[src/rtl/shifter8_pkg.sv]
// Shared constants, state encoding and mux helper for the shifter8 group.
package shifter8_pkg;

  localparam int DEF_WIDTH = 8;
  localparam int DEF_SHW   = 3;
  localparam int STEP_MAX  = 3;

  typedef enum logic [1:0] {
    S_IDLE  = 2'b00,
    S_SHIFT = 2'b01,
    S_DONE  = 2'b10
  } state_t;

  function automatic logic mux4(input logic [3:0] v, input logic [1:0] sel);
    return v[sel];
  endfunction

endpackage

[src/rtl/lsr8_step.sv]
// Combinational 0..3-position right-shift stage; vacated MSBs take fill.
module lsr8_step
  import shifter8_pkg::*;
#(
  parameter int WIDTH = DEF_WIDTH
) (
  input  logic [WIDTH-1:0] d_in,
  input  logic [1:0]       shamt,
  input  logic             fill,
  output logic [WIDTH-1:0] d_out
);

  // Operand extended with three fill bits so every bit sees a full 4:1 window.
  logic [WIDTH+2:0] ext;
  assign ext = {{3{fill}}, d_in};

  for (genvar i = 0; i < WIDTH; i++) begin : g_bit
    assign d_out[i] = mux4(ext[i+3:i], shamt);
  end

endmodule

[src/rtl/lsr8_iter.sv]
// Multi-cycle logical shift-right unit, up to 3 positions per cycle.
// Define LSR8_ITER_ASR_EN to add the arith port (arithmetic shift right).
module lsr8_iter
  import shifter8_pkg::*;
#(
  parameter int WIDTH = DEF_WIDTH,
  parameter int SHW   = DEF_SHW
) (
  input  logic             clk,
  input  logic             reset,
  input  logic             in_valid,
  output logic             in_ready,
  input  logic [WIDTH-1:0] d_in,
  input  logic [SHW-1:0]   shamt,
`ifdef LSR8_ITER_ASR_EN
  input  logic             arith,
`endif
  output logic             out_valid,
  input  logic             out_ready,
  output logic [WIDTH-1:0] d_out,
  output logic             busy
);

  state_t           state_q, state_d;
  logic [WIDTH-1:0] data_q, data_d;
  logic [SHW-1:0]   rem_q, rem_d;
  logic [1:0]       step;
  logic [WIDTH-1:0] stage_out;
  logic             fill;

  assign step = (rem_q > SHW'(STEP_MAX)) ? 2'(STEP_MAX) : rem_q[1:0];

  lsr8_step #(.WIDTH(WIDTH)) u_step (
    .d_in  (data_q),
    .shamt (step),
    .fill  (fill),
    .d_out (stage_out)
  );

`ifdef LSR8_ITER_ASR_EN
  // Fill bit is latched at accept so later changes on arith/d_in are ignored.
  logic fill_q, fill_d;
  assign fill = fill_q;

  always_ff @(posedge clk or posedge reset) begin
    if (reset) fill_q <= 1'b0;
    else       fill_q <= fill_d;
  end

  always_comb begin
    fill_d = fill_q;
    if (state_q == S_IDLE && in_valid) fill_d = arith & d_in[WIDTH-1];
  end
`else
  assign fill = 1'b0;
`endif

  // NOTE: state registers use non-blocking assignments so every flop samples
  // pre-edge values regardless of process ordering.
  always_ff @(posedge clk or posedge reset) begin
    if (reset) begin
      state_q <= S_IDLE;
      data_q  <= '0;
      rem_q   <= '0;
    end else begin
      state_q <= state_d;
      data_q  <= data_d;
      rem_q   <= rem_d;
    end
  end

  // NOTE: every output of this block gets a default first so no path leaves
  // a value unassigned, which would infer a latch.
  always_comb begin
    state_d   = state_q;
    data_d    = data_q;
    rem_d     = rem_q;
    in_ready  = 1'b0;
    out_valid = 1'b0;
    busy      = 1'b1;
    case (state_q)
      S_IDLE: begin
        in_ready = 1'b1;
        busy     = 1'b0;
        if (in_valid) begin
          data_d  = d_in;
          rem_d   = shamt;
          state_d = (shamt == '0) ? S_DONE : S_SHIFT;
        end
      end
      S_SHIFT: begin
        data_d = stage_out;
        rem_d  = rem_q - SHW'(step);
        if (rem_q <= SHW'(STEP_MAX)) state_d = S_DONE;
      end
      S_DONE: begin
        out_valid = 1'b1;
        if (out_ready) state_d = S_IDLE;
      end
      default: state_d = S_IDLE;
    endcase
  end

  // Result stays on d_out after the handshake until the next accept.
  assign d_out = data_q;

endmodule

[config.mk]
export PLATFORM = sky130hd
export DESIGN_NAME = lsr8_iter
export DESIGN_NICKNAME = d
export VERILOG_FILES = /design/src/rtl/shifter8_pkg.sv /design/src/rtl/lsr8_step.sv /design/src/rtl/lsr8_iter.sv
export SDC_FILE = /design/constraint.sdc
export NUM_CORES = 1
export LEC_CHECK = 0
export CAP_MARGIN = 40
export CORE_MARGIN = 2
export CORE_UTILIZATION = 50
export DETAILED_ROUTE_END_ITERATION = 12
export GPL_TIMING_DRIVEN = 0
export HOLD_SLACK_MARGIN = 0.03
export PLACE_DENSITY = 0.84
export SYNTH_ARGS = -nofsm -noshare
export SYNTH_HDL_FRONTEND = slang
export SYNTH_SLANG_ARGS = --single-unit
[constraint.sdc]
create_clock -name clk -period 3.9 [get_ports clk]
set_input_delay 0.39 -clock clk [delete_from_list [all_inputs] [get_ports clk]]
set_output_delay 0.39 -clock clk [all_outputs]
set_load 0.02 [all_outputs]
==> metrics list <==
- The repair_antennas step left the layout with diodes totalling 0.
* Number of buffers inserted to repair setup after CTS: 0
- After synthesis the cells add up to 892 sq um.
- Final hold viol count: 0
- Kind of start point of the critical path: flop
- Fraction of power consumed by sequential logic: 27.3%
- Most frequent cells in the layout: 24 x sky130_fd_sc_hd__clkdlybuf4s50_1, 13 x sky130_fd_sc_hd__dfrtp_1, 10 x sky130_fd_sc_hd__o21ai_0
- R2R Path Start: rem_q[2]
* Number of placed cells counting well taps: 151
- Clock transition at the registers of the reported paths: 0.09 ns
- Routed via count divided by cell count: 5.98
- During synthesis, Yosys emitted a total of 0 warnings.
- The synthesized netlist devotes 32.3% of its cell area to compound gates.
* Number of filler instances in the final layout: 145
* Height of the chip: 46.2 um
- By area, the combinational part of the netlist is dominated by compound AO/OA/AOI/OAI gates.
* Fraction of post-synthesis cell area in the top cell type by area: 36.5%
- The synthesized netlist devotes 23.3% of its cell area to simple gates.
- Global placer's final weighted congestion: 0.883
- The analysis attributes to cell leakage a power of 0.449 nW.
- STA classifies the critical path endpoint as an output port.
- Yosys reg bits: 13
- Distinct cell type count of the synthesized netlist: 33
* Most common library cell in the layout ignoring fill and taps: sky130_fd_sc_hd__clkdlybuf4s50_1
* Critical path arrival: 1.91 ns
- CTS root buffer: sky130_fd_sc_hd__clkbuf_4
- Critical-path top delay cell: sky130_fd_sc_hd__clkdlybuf4s50_1
- Number of cell rows: 15
- Entering global routing, the biggest net connects 14 pins.
- The run finished with clean final reports.
- The total area inside the core boundary comes to 1710 sq um.
* Worst min-delay path category: in -> async
* Clock buffers created by TritonCTS: 3
* Worst skew pair latency: 0.27 ns
- Number of antenna violations at the first check in global routing: 0
- Measured along the x axis, the die boundary spans 46.2 um.
- Via total after detailed routing: 927
* Number of nets with antenna violations after routing: 0
* DP Area: 1160 sq um
- Setup violations remaining at the end of the flow were counted as 0.
- Global routing consumed, over all layers together, 24.5% of the routing resources.
- Summing all non-filler instances in the final layout gives an area of 1190 sq um.
* Wire length per cell: 15.3 um
- Of the total power, combinational logic draws 64.2%.
- IO Pins: 26
- Setup repair after global routing left no endpoint under its margin.
* Path type of the worst setup path: reg -> out
- Global-route wire length before repair: 3700 um
- Highest achievable clock rate: 0.436 GHz
- HPWL after detailed placement: 1760 um
- Post-synthesis net count: 118
* Area growth, synth to finish: 33.4%
- Layout Cells excl Fill: 155
* Sequential fraction of the synthesis area: 36.5%
* Top post-synthesis cells by area: sky130_fd_sc_hd__dfrtp_1 36%, sky130_fd_sc_hd__o21ai_0 5.6%, sky130_fd_sc_hd__a21oi_1 5.0%
* Slew Viols, Final: 0
* Sw power: 0.000470 W
* Critical path's largest stage delay: 0.61 ns
- Detailed-routing iteration count for the pre-antenna-repair pass: 4
- Walking the worst path, the cells encountered are clkbuf_1 > inv_1 > nor2_1 > clkdlybuf4s50_1.
- Required time reported for the critical path endpoint: 3.51 ns
- For this design, the CTS-stage hold fixing added 0 buffers.
* Register area: 325 sq um
- At the pin with the least slew margin, the transition time is 0.534 ns.
- Sum of overflow across all layers after global routing: 0
- The clock network is responsible for 8.5% of the overall power.
* Via count of the first global-routing pass: 892
- The routed design has 2370 um of wire.
- After layout, the worst path uses 58.8% of the clock period.
- Clock Skews: 0.00200 ns
- TritonCTS Sinks: 13
- The number of gates resized after CTS was 0.
* Arithmetic-cell share of the synthesized area counting full adders, half adders and majority gates: 1.40%
* Period minus WS final: 2.30 ns
- No sink is reached through more buffers than the 2 on the longest clock path.
* Top cell type by total area after synthesis: sky130_fd_sc_hd__dfrtp_1
- In this run the mean area of a mapped cell was 8.75 sq um.
- Xor and xnor area share after synthesis: 0%
- Number of H-tree levels: 1
* Cells after synthesis: 102
* Peak ir drop on the vdd network: 0.000468 V
* Worst Setup Slack post-DPL: 1.93 ns
- Net switching share of the total power: 46.3%
* CTS tree: built
* Power density over the cells: 853 nW/um^2
- Starting density of the core: 52.2%
- The multi-input combinational cells in the finished layout cover a total of 508 sq um.
- Number of buffers inserted by port buffering: 24
- Setup total negative slack: 0 ns
- Of the cells placed in the final design, the portion with a size suffix greater than 1 is 6.15%.
- The portion of synthesized area spent on multiplexers is 0%.
- R2r setup slk: 2.17 ns
- NumNets Final: 147
- In the post-route analysis, the smallest setup slack over all paths is 1.60 ns.
- The tool flagged a number of max-cap violations equal to 0.
- After detailed routing, the number of remaining DRC violations is 0.
* Die Outline Area: 2140 sq um
- Internal power comes to 0.000545 W.
- Of all nets on the critical path, the largest fanout is 10.
- Worst Setup SP: state_q[1]
- The worst pin sits at a relative slew slack of 64.4%.
- Iter 0 DRT Violations: 41
critical path, delay by kind of cell, from the launching register on:
kind	cells	cell delay, ns
and+or+nand+nor	1	0.12
DFF	1	0.39
buffers and inverters	3	1.11
layer usage:
metal,global-route usage (%),vias up,share of wire (%)
met5,0,-,0
met2,39.2,40,48
li1,-,440,-
met1,31.4,439,45
met4,11.4,0,2.1
met3,4.71,8,5.1
power groups by stage:
stage	clock, W	sequential (W)	combinational, W
floorplan	0	0.000311	0.000381
global placement	0	0.000273	0.000632
detailed placement	0	0.000275	0.000646
CTS	0.0000855	0.000273	0.000649
global route	0.0000928	0.000284	0.000714
finish	0.0000866	0.000277	0.000652
registers in the layout, summed over array words and instances (netlist names):
register  flops
state_q       2
d_out         8
rem_q         3
Yosys cell counts:
master,count
sky130_fd_sc_hd__dfrtp_1,13
sky130_fd_sc_hd__o21ai_0,10
sky130_fd_sc_hd__a21oi_1,9
sky130_fd_sc_hd__nor2b_1,7
sky130_fd_sc_hd__inv_1,6
sky130_fd_sc_hd__nand2b_1,5
sky130_fd_sc_hd__a31oi_1,4
sky130_fd_sc_hd__clkbuf_1,4
sky130_fd_sc_hd__or3b_1,4
sky130_fd_sc_hd__a211oi_1,3
sky130_fd_sc_hd__a32oi_1,3
sky130_fd_sc_hd__nand2_1,3
sky130_fd_sc_hd__nor2_1,3
sky130_fd_sc_hd__o32a_1,3
sky130_fd_sc_hd__a211o_1,2
sky130_fd_sc_hd__and2_1,2
sky130_fd_sc_hd__nor3_1,2
sky130_fd_sc_hd__o22ai_1,2
sky130_fd_sc_hd__o31a_1,2
sky130_fd_sc_hd__or4b_1,2
sky130_fd_sc_hd__a2bb2oi_1,1
sky130_fd_sc_hd__a32o_1,1
sky130_fd_sc_hd__buf_2,1
sky130_fd_sc_hd__buf_6,1
sky130_fd_sc_hd__clkbuf_2,1
sky130_fd_sc_hd__ha_1,1
sky130_fd_sc_hd__nand3_1,1
sky130_fd_sc_hd__nor3b_1,1
sky130_fd_sc_hd__nor4b_1,1
sky130_fd_sc_hd__o21ai_1,1
sky130_fd_sc_hd__o21ba_2,1
sky130_fd_sc_hd__o21bai_1,1
sky130_fd_sc_hd__or3b_4,1
area by class of cell:
cell class                      count  area share (%)
Tap cell                           25            2.63
Sequential cell                    13            27.3
Inverter                            6            1.89
Clock buffer                        4            2.21
Buffer                              7            3.05
Timing Repair Buffer               24            20.2
Multi-Input combinational cell     76            42.7
path summary, 6_finish.rpt:
kind / to / depth (start not counted)
worst max register to register: rem_q[1] / 6
worst max-delay path: out_valid / 4
min in group clk: d_out[7] / 3
worst min-delay path: d_out[4] / 2
worst min register to register: d_out[4] / 1
max in group asynchronous: rem_q[1] / 2
logic make-up (layout without fill, tap and decap cells):
| logic type | after synthesis | count (layout) |
|---|---|---|
| simple gates | 32 | 32 |
| compound gates | 43 | 43 |
| fa+ha+maj | 1 | 1 |
| flops | 13 | 13 |
| buf+inv | 13 | 41 |
through the flow:
stage               util, %  hold slack (ns)  power [W]
floorplan                 -            0.267   0.000692
global placement       68.1            0.532   0.000905
detailed placement     68.1            0.536   0.000921
CTS                    69.7            0.464    0.00101
global route           69.7            0.492    0.00109
finish                 69.7            0.443    0.00101
(Power assumes the default switching activity.)
